--- src/rtl/ps2_pkg.sv ---
// ps2_pkg: shared definitions for the PS/2 key-event path.
//   - PS/2 byte constants (extended prefix, break prefix, shift and caps codes)
//   - list of status/response bytes that never represent a key
//   - prefix FSM state encoding
//   - event record {code, shift, ext} pushed into the event FIFO (10 bits)
package ps2_pkg;

    localparam logic [7:0] PS2_EXT    = 8'hE0;
    localparam logic [7:0] PS2_BRK    = 8'hF0;
    localparam logic [7:0] PS2_LSHIFT = 8'h12;
    localparam logic [7:0] PS2_RSHIFT = 8'h59;
    localparam logic [7:0] PS2_CAPS   = 8'h58;

    // Keyboard status / ack / error bytes; not key codes.
    localparam int         PS2_NUM_STATUS = 5;
    localparam logic [7:0] PS2_STATUS [PS2_NUM_STATUS] =
        '{8'h00, 8'hAA, 8'hFA, 8'hFE, 8'hFF};

    typedef enum logic [1:0] {
        ST_IDLE    = 2'd0,
        ST_EXT     = 2'd1,
        ST_BRK     = 2'd2,
        ST_EXT_BRK = 2'd3
    } ps2_state_t;

    typedef struct packed {
        logic [7:0] code;
        logic       shift;
        logic       ext;
    } ps2_evt_t;

    localparam int PS2_EVT_W = $bits(ps2_evt_t);

    function automatic logic is_status(input logic [7:0] b);
        logic hit;
        hit = 1'b0;
        for (int i = 0; i < PS2_NUM_STATUS; i++) begin
            if (b == PS2_STATUS[i]) hit = 1'b1;
        end
        return hit;
    endfunction

endpackage

--- src/rtl/ps2_evt_fifo.sv ---
// ps2_evt_fifo: first-word-fall-through FIFO for key events.
// Ports:
//   clk, rst        clock, synchronous active-high reset
//   push, push_data write request and data
//   pop             consume the head entry (ignored when empty)
//   pop_data        head entry, valid whenever empty=0 (zero when empty)
//   full, empty     occupancy flags
//   overflow        registered one-cycle pulse after a dropped push
// A push while full is accepted when a pop happens in the same cycle.
module ps2_evt_fifo #(
    parameter int WIDTH = 10,
    parameter int DEPTH = 4
) (
    input  logic             clk,
    input  logic             rst,
    input  logic             push,
    input  logic [WIDTH-1:0] push_data,
    input  logic             pop,
    output logic [WIDTH-1:0] pop_data,
    output logic             full,
    output logic             empty,
    output logic             overflow
);

    localparam int AW = $clog2(DEPTH);

    logic [WIDTH-1:0] mem [DEPTH];
    // One extra pointer bit distinguishes full from empty; pointers wrap naturally.
    logic [AW:0]      wr_ptr;
    logic [AW:0]      rd_ptr;
    logic             do_push;
    logic             do_pop;

    assign empty   = (wr_ptr == rd_ptr);
    assign full    = (wr_ptr[AW] != rd_ptr[AW]) &&
                     (wr_ptr[AW-1:0] == rd_ptr[AW-1:0]);
    assign do_pop  = pop && !empty;
    assign do_push = push && (!full || do_pop);

    // Zeroed when empty so the presented fields read 0 out of reset.
    assign pop_data = empty ? '0 : mem[rd_ptr[AW-1:0]];

    always_ff @(posedge clk) begin
        if (rst) begin
            wr_ptr   <= '0;
            rd_ptr   <= '0;
            overflow <= 1'b0;
        end else begin
            overflow <= push && full && !do_pop;
            if (do_push) wr_ptr <= wr_ptr + {{AW{1'b0}}, 1'b1};
            if (do_pop)  rd_ptr <= rd_ptr + {{AW{1'b0}}, 1'b1};
        end
    end

    always_ff @(posedge clk) begin
        if (do_push) mem[wr_ptr[AW-1:0]] <= push_data;
    end

endmodule

--- src/rtl/ps2_key_events.sv ---
// ps2_key_events: turns the raw PS/2 byte stream into key-press events.
// Strips E0/F0 prefixes, tracks left/right shift, discards breaks, status
// bytes and shift codes, and queues make events in ps2_evt_fifo.
// Optional feature macro: PS2_CAPS_LOCK_EN (caps-lock toggle on make 58).
// Ports:
//   clk, rst            clock, synchronous active-high reset
//   byte_in, byte_valid received byte and its one-cycle strobe
//   out_ready           consumer accepts the head event
//   out_valid           head event presented (FIFO non-empty)
//   char_out, shift, ext head event fields
//   caps                caps-lock state (0 when feature disabled)
//   overflow            one-cycle pulse after a dropped event
//   dbg_state           prefix FSM state, for observation only
// Output handshake: an event transfers on every rising edge where
// out_valid=1 and out_ready=1; while out_valid=1 and out_ready=0 the head
// fields hold steady. out_valid never depends on out_ready.
module ps2_key_events
    import ps2_pkg::*;
#(
    parameter int DEPTH = 4
) (
    input  logic       clk,
    input  logic       rst,
    input  logic [7:0] byte_in,
    input  logic       byte_valid,
    input  logic       out_ready,
    output logic       out_valid,
    output logic [7:0] char_out,
    output logic       shift,
    output logic       ext,
    output logic       caps,
    output logic       overflow,
    output ps2_state_t dbg_state
);

    ps2_state_t state;
    logic       lshift;
    logic       rshift;
    logic       evt_push;
    ps2_evt_t   evt_data;
    ps2_evt_t   head;
    logic       fifo_full;
    logic       fifo_empty;

`ifdef PS2_CAPS_LOCK_EN
    logic caps_q;
    logic caps_held;
    assign caps = caps_q;
`else
    assign caps = 1'b0;
`endif

    // Event record is registered, so it reaches the FIFO one edge after the byte.
    // shift snapshot uses lshift/rshift as they were before this byte.
    always_ff @(posedge clk) begin
        if (rst) begin
            state    <= ST_IDLE;
            lshift   <= 1'b0;
            rshift   <= 1'b0;
            evt_push <= 1'b0;
            evt_data <= '0;
`ifdef PS2_CAPS_LOCK_EN
            caps_q    <= 1'b0;
            caps_held <= 1'b0;
`endif
        end else begin
            evt_push <= 1'b0;
            if (byte_valid) begin
                case (state)
                    ST_IDLE: begin
                        if (byte_in == PS2_EXT) begin
                            state <= ST_EXT;
                        end else if (byte_in == PS2_BRK) begin
                            state <= ST_BRK;
                        end else if (byte_in == PS2_LSHIFT) begin
                            lshift <= 1'b1;
                        end else if (byte_in == PS2_RSHIFT) begin
                            rshift <= 1'b1;
                        end else if (is_status(byte_in)) begin
                            state <= ST_IDLE;
`ifdef PS2_CAPS_LOCK_EN
                        end else if (byte_in == PS2_CAPS) begin
                            // Typematic repeats of 58 must not re-toggle.
                            if (!caps_held) caps_q <= ~caps_q;
                            caps_held <= 1'b1;
`endif
                        end else begin
                            evt_push <= 1'b1;
                            evt_data <= '{code: byte_in, shift: lshift | rshift, ext: 1'b0};
                        end
                    end
                    ST_EXT: begin
                        if (byte_in == PS2_BRK) begin
                            state <= ST_EXT_BRK;
                        end else if (byte_in == PS2_EXT) begin
                            state <= ST_EXT;
                        end else if (byte_in == PS2_LSHIFT || byte_in == PS2_RSHIFT) begin
                            // E0 12 / E0 59 are fake shifts around Print Screen.
                            state <= ST_IDLE;
                        end else begin
                            evt_push <= 1'b1;
                            evt_data <= '{code: byte_in, shift: lshift | rshift, ext: 1'b1};
                            state    <= ST_IDLE;
                        end
                    end
                    ST_BRK: begin
                        if (byte_in != PS2_BRK) begin
                            state <= ST_IDLE;
                            if (byte_in == PS2_LSHIFT) lshift <= 1'b0;
                            if (byte_in == PS2_RSHIFT) rshift <= 1'b0;
`ifdef PS2_CAPS_LOCK_EN
                            if (byte_in == PS2_CAPS) caps_held <= 1'b0;
`endif
                        end
                    end
                    default: begin
                        state <= ST_IDLE;
                    end
                endcase
            end
        end
    end

    ps2_evt_fifo #(
        .WIDTH (PS2_EVT_W),
        .DEPTH (DEPTH)
    ) u_fifo (
        .clk       (clk),
        .rst       (rst),
        .push      (evt_push),
        .push_data (evt_data),
        .pop       (out_valid & out_ready),
        .pop_data  (head),
        .full      (fifo_full),
        .empty     (fifo_empty),
        .overflow  (overflow)
    );

    assign out_valid = !fifo_empty;
    assign char_out  = head.code;
    assign shift     = head.shift;
    assign ext       = head.ext;
    assign dbg_state = state;

endmodule

--- config.mk ---
export PLATFORM = sky130hd
export DESIGN_NAME = ps2_key_events
export DESIGN_NICKNAME = d
export VERILOG_FILES = /design/src/rtl/ps2_pkg.sv /design/src/rtl/ps2_evt_fifo.sv /design/src/rtl/ps2_key_events.sv
export SDC_FILE = /design/constraint.sdc
export NUM_CORES = 1
export LEC_CHECK = 0
export ABC_AREA = 1
export BUFFER_PORTS_ARGS = -buffer_cell sky130_fd_sc_hd__buf_2
export CELL_PAD_IN_SITES_DETAIL_PLACEMENT = 0
export CELL_PAD_IN_SITES_GLOBAL_PLACEMENT = 1
export CORE_UTILIZATION = 40
export DETAILED_ROUTE_END_ITERATION = 6
export HOLD_SLACK_MARGIN = 0.1
export PLACE_DENSITY_LB_ADDON = 0.15
export SLEW_MARGIN = 20
export SYNTH_ARGS = -nofsm -noshare
export SYNTH_HDL_FRONTEND = slang
export SYNTH_SLANG_ARGS = --single-unit
--- constraint.sdc ---
create_clock -name clk -period 1.7 [get_ports clk]
set_input_delay 0.425 -clock clk [delete_from_list [all_inputs] [get_ports clk]]
set_output_delay 0.425 -clock clk [all_outputs]
set_load 0.05 [all_outputs]
==> results.yml <==
critical_path:
  crit_start: "u_fifo.wr_ptr[1]"
  crit_path_end: "char_out[0]"
  worstPathMaxFanout: 6
  crit_type: "flip-flop to output port"
  start_kind: "flip-flop"
  cp-end-kind: "output port"
  cp.required_ps: 1270
  reg2reg_slack_ps: 70
  r2r-start: "u_fifo.rd_ptr[1]"
  crit_arrival_ps: 1580
  timing.rr.end: "u_fifo.mem[3][2]"
  r2r_cells: 9
synthesis:
  avgSynthCellArea_um2: 8.93
  syn_inst: 332
  synth_nets: 349
  yosysSeqAreaShare: 0.567
  ys_types: 26
  yosysWarnings: 0
  netlist_area_um2: 2970
  ys_ff_latch: 64
drt:
  wl_per_cell_um: 12.9
  ant_nets: 0
  routed_wl_mm: 6.72
  vias: 2460
  first_pass_iters: 4
  drt_iter0_drc: 88
  drc_errors: 0
  viasPerCell: 4.71
clock_tree:
  cts_root_buf: "clkbuf_8"
  cts_sinks: 64
  clk_path_buf_depth: 2
  cts_buffers: 9
  clk_latency_ps: 320
  cts_tree: "yes"
  cts.reportedPaths.clkPinSlew_ps: 70
  h-tree-depth: 3
job:
  max-cap-violations: 0
floorplan:
  start_util: 0.411
  rows: 31
  die_width_um: 88.1
  die-height_um: 88.1
  die_area_um2: 7760
  core_um2: 7210
  pin_count: 27
global_routing:
  antenna_found_initial: 0
  gr-total-overflow: 0
  grt_pass1_wl_mm: 10.9
  grt_pass1_vias: 2378
  grt_max_degree: 22
  grt_usage: 0.187
timing:
  rsz0062_at_grt: "yes"
  hold_viol_final: 0
  clock_skew_ps: 6.22
  holdWs_ps: 338
  layout_min_cycle_time_ps: 2000
  timing.final.crit_share: 1.18
  maxSlewViolCount: 0
  fmax_ghz: 0.499
  setup_slack_ps: -303
  finalSetupViolCount: 11
cells_and_area:
  diodes: 0
  final_common_cell: "nor2_1"
  drive_gt1_frac: 0.348
  synthToLayoutAreaGrowth_pct: 38.3
  nets: 435
  most-common-layout-cells: "71 x nor2_1, 54 x buf_4, 49 x nand2_1"
pwr:
  leakagePower_nw: 1.79
  switchingPower_mw: 1.52
  total_power_mw: 4.55
  clockPowerShare: 0.276
  p_int_mw: 3.02
  power.density_nw_per_um2: 1110
  ir_worst_vdd_uv: 380
  comb_power_share: 0.325
  pwr-share-seq: 0.398
  swShare: 0.335
placed_design:
  place_hpwl_mm: 4.46
  place_congestion: 0.785
  io_buffers: 25
outcome:
  violations: "negative setup slack"
  status: "finished with violations"
worst_hold_path:
  holdCritPathClass: "input pin to flip-flop"
## power by group through the flow
stage	registers [mW]	clock network [mW]	logic (mW)
floorplan	1.81	0	0.821
global placement	1.83	0	1.10
detailed placement	1.84	0	1.11
CTS	1.81	1.29	1.39
global route	1.82	1.36	1.60
finish	1.81	1.26	1.48
## worst min path at each step
stage | start | endpoint | slack (ps) | depth (start not counted)
2_1_floorplan | rshift | rshift | 430 | 2
3_5_place_dp | evt_push | u_fifo.overflow | 450 | 2
4_1_cts | rst | u_fifo.rd_ptr[2] | 320 | 2
6_report | rst | u_fifo.rd_ptr[2] | 340 | 2
3_3_place_gp | evt_push | u_fifo.overflow | 440 | 2
5_1_grt | rst | rshift | 330 | 2
## sequential cells by signal, indices dropped and copies added, names as in the netlist, 2 cells and up, named ones only
name,cells
evt_data,10
u_fifo.wr_ptr,3
u_fifo.mem,40
u_fifo.rd_ptr,3
dbg_state,2
## cell type report
| type | count | area (µm²) |
|---|---|---|
| Fill cell | 679 | 3110 |
| Sequential cell | 64 | 1690 |
| Multi-Input combinational cell | 218 | 1230 |
| Timing Repair Buffer | 86 | 703 |
| Inverter | 39 | 153 |
| Clock buffer | 9 | 124 |
| Tap cell | 99 | 124 |
| Clock inverter | 7 | 71.3 |
## layer usage
metal / track usage / wire length, µm / vias up
met1: 0.243 / 3070 / 1150
met2: 0.314 / 3420 / 37
met4: 0.0777 / 74 / 0
met3: 0.0254 / 146 / 8
li1: - / - / 1265
met5: 0 / 0 / -
## cells in the mapped netlist, drive strengths merged
library cell	n	area (µm²)
or2	1	6.26
ha	5	62.6
o32ai	10	87.6
clkbuf	7	26.3
nand2	57	219
buf	6	53.8
o21bai	1	7.51
nand3	17	115
inv	39	146
dfxtp	24	480
edfxtp	40	1200
nor3b	2	15.0
nor2	78	300
xor2	3	26.3
o21ai	15	75.1
nor3	2	10.0
nand4	4	25.0
a21oi	20	104
conb	1	3.75
## cells by family (layout without fill, tap and decap cells)
family / after synthesis / after routing / synth area share
buffers and inverters: 52 / 141 / 0.0764
flip-flops: 64 / 64 / 0.567
AND/OR/NAND/NOR: 161 / 163 / 0.233
adder cells (fa/ha/maj): 5 / 5 / 0.0211
other: 1 / 1 / 0.00126
AO/OA/AOI/OAI: 46 / 46 / 0.0924
XOR/XNOR: 3 / 3 / 0.00886
## per-stage QoR
step                worst slack [ps]  std cells  setup TNS, ps  area, µm²  utilization
floorplan                      -6.11        332          -6.11       3010            -
global placement                -280        498         -11950       3590        0.498
detailed placement              -320        498         -12680       3590        0.498
CTS                             -291        519          -2880       4010        0.556
global route                    -361        522          -3570       4100        0.568
finish                          -303        522          -2800       4100        0.568
## repair_timing
item,CTS,global route
gates resized for setup,48,18
hold buffers,0,0
setup endpoints to repair,51,25
gates cloned,1,1
pin swaps,4,3
buffers inserted,4,2
## worst max-delay path, cell delays in order, from the launching register on
cell	delay, ps
dfxtp_2	320
or2_4	250
a21oi_4	140
buf_6	170
nand2_8	80
nand2_4	70
clkinvlp_4	80
buf_8	150
(Power assumes the default switching activity.)
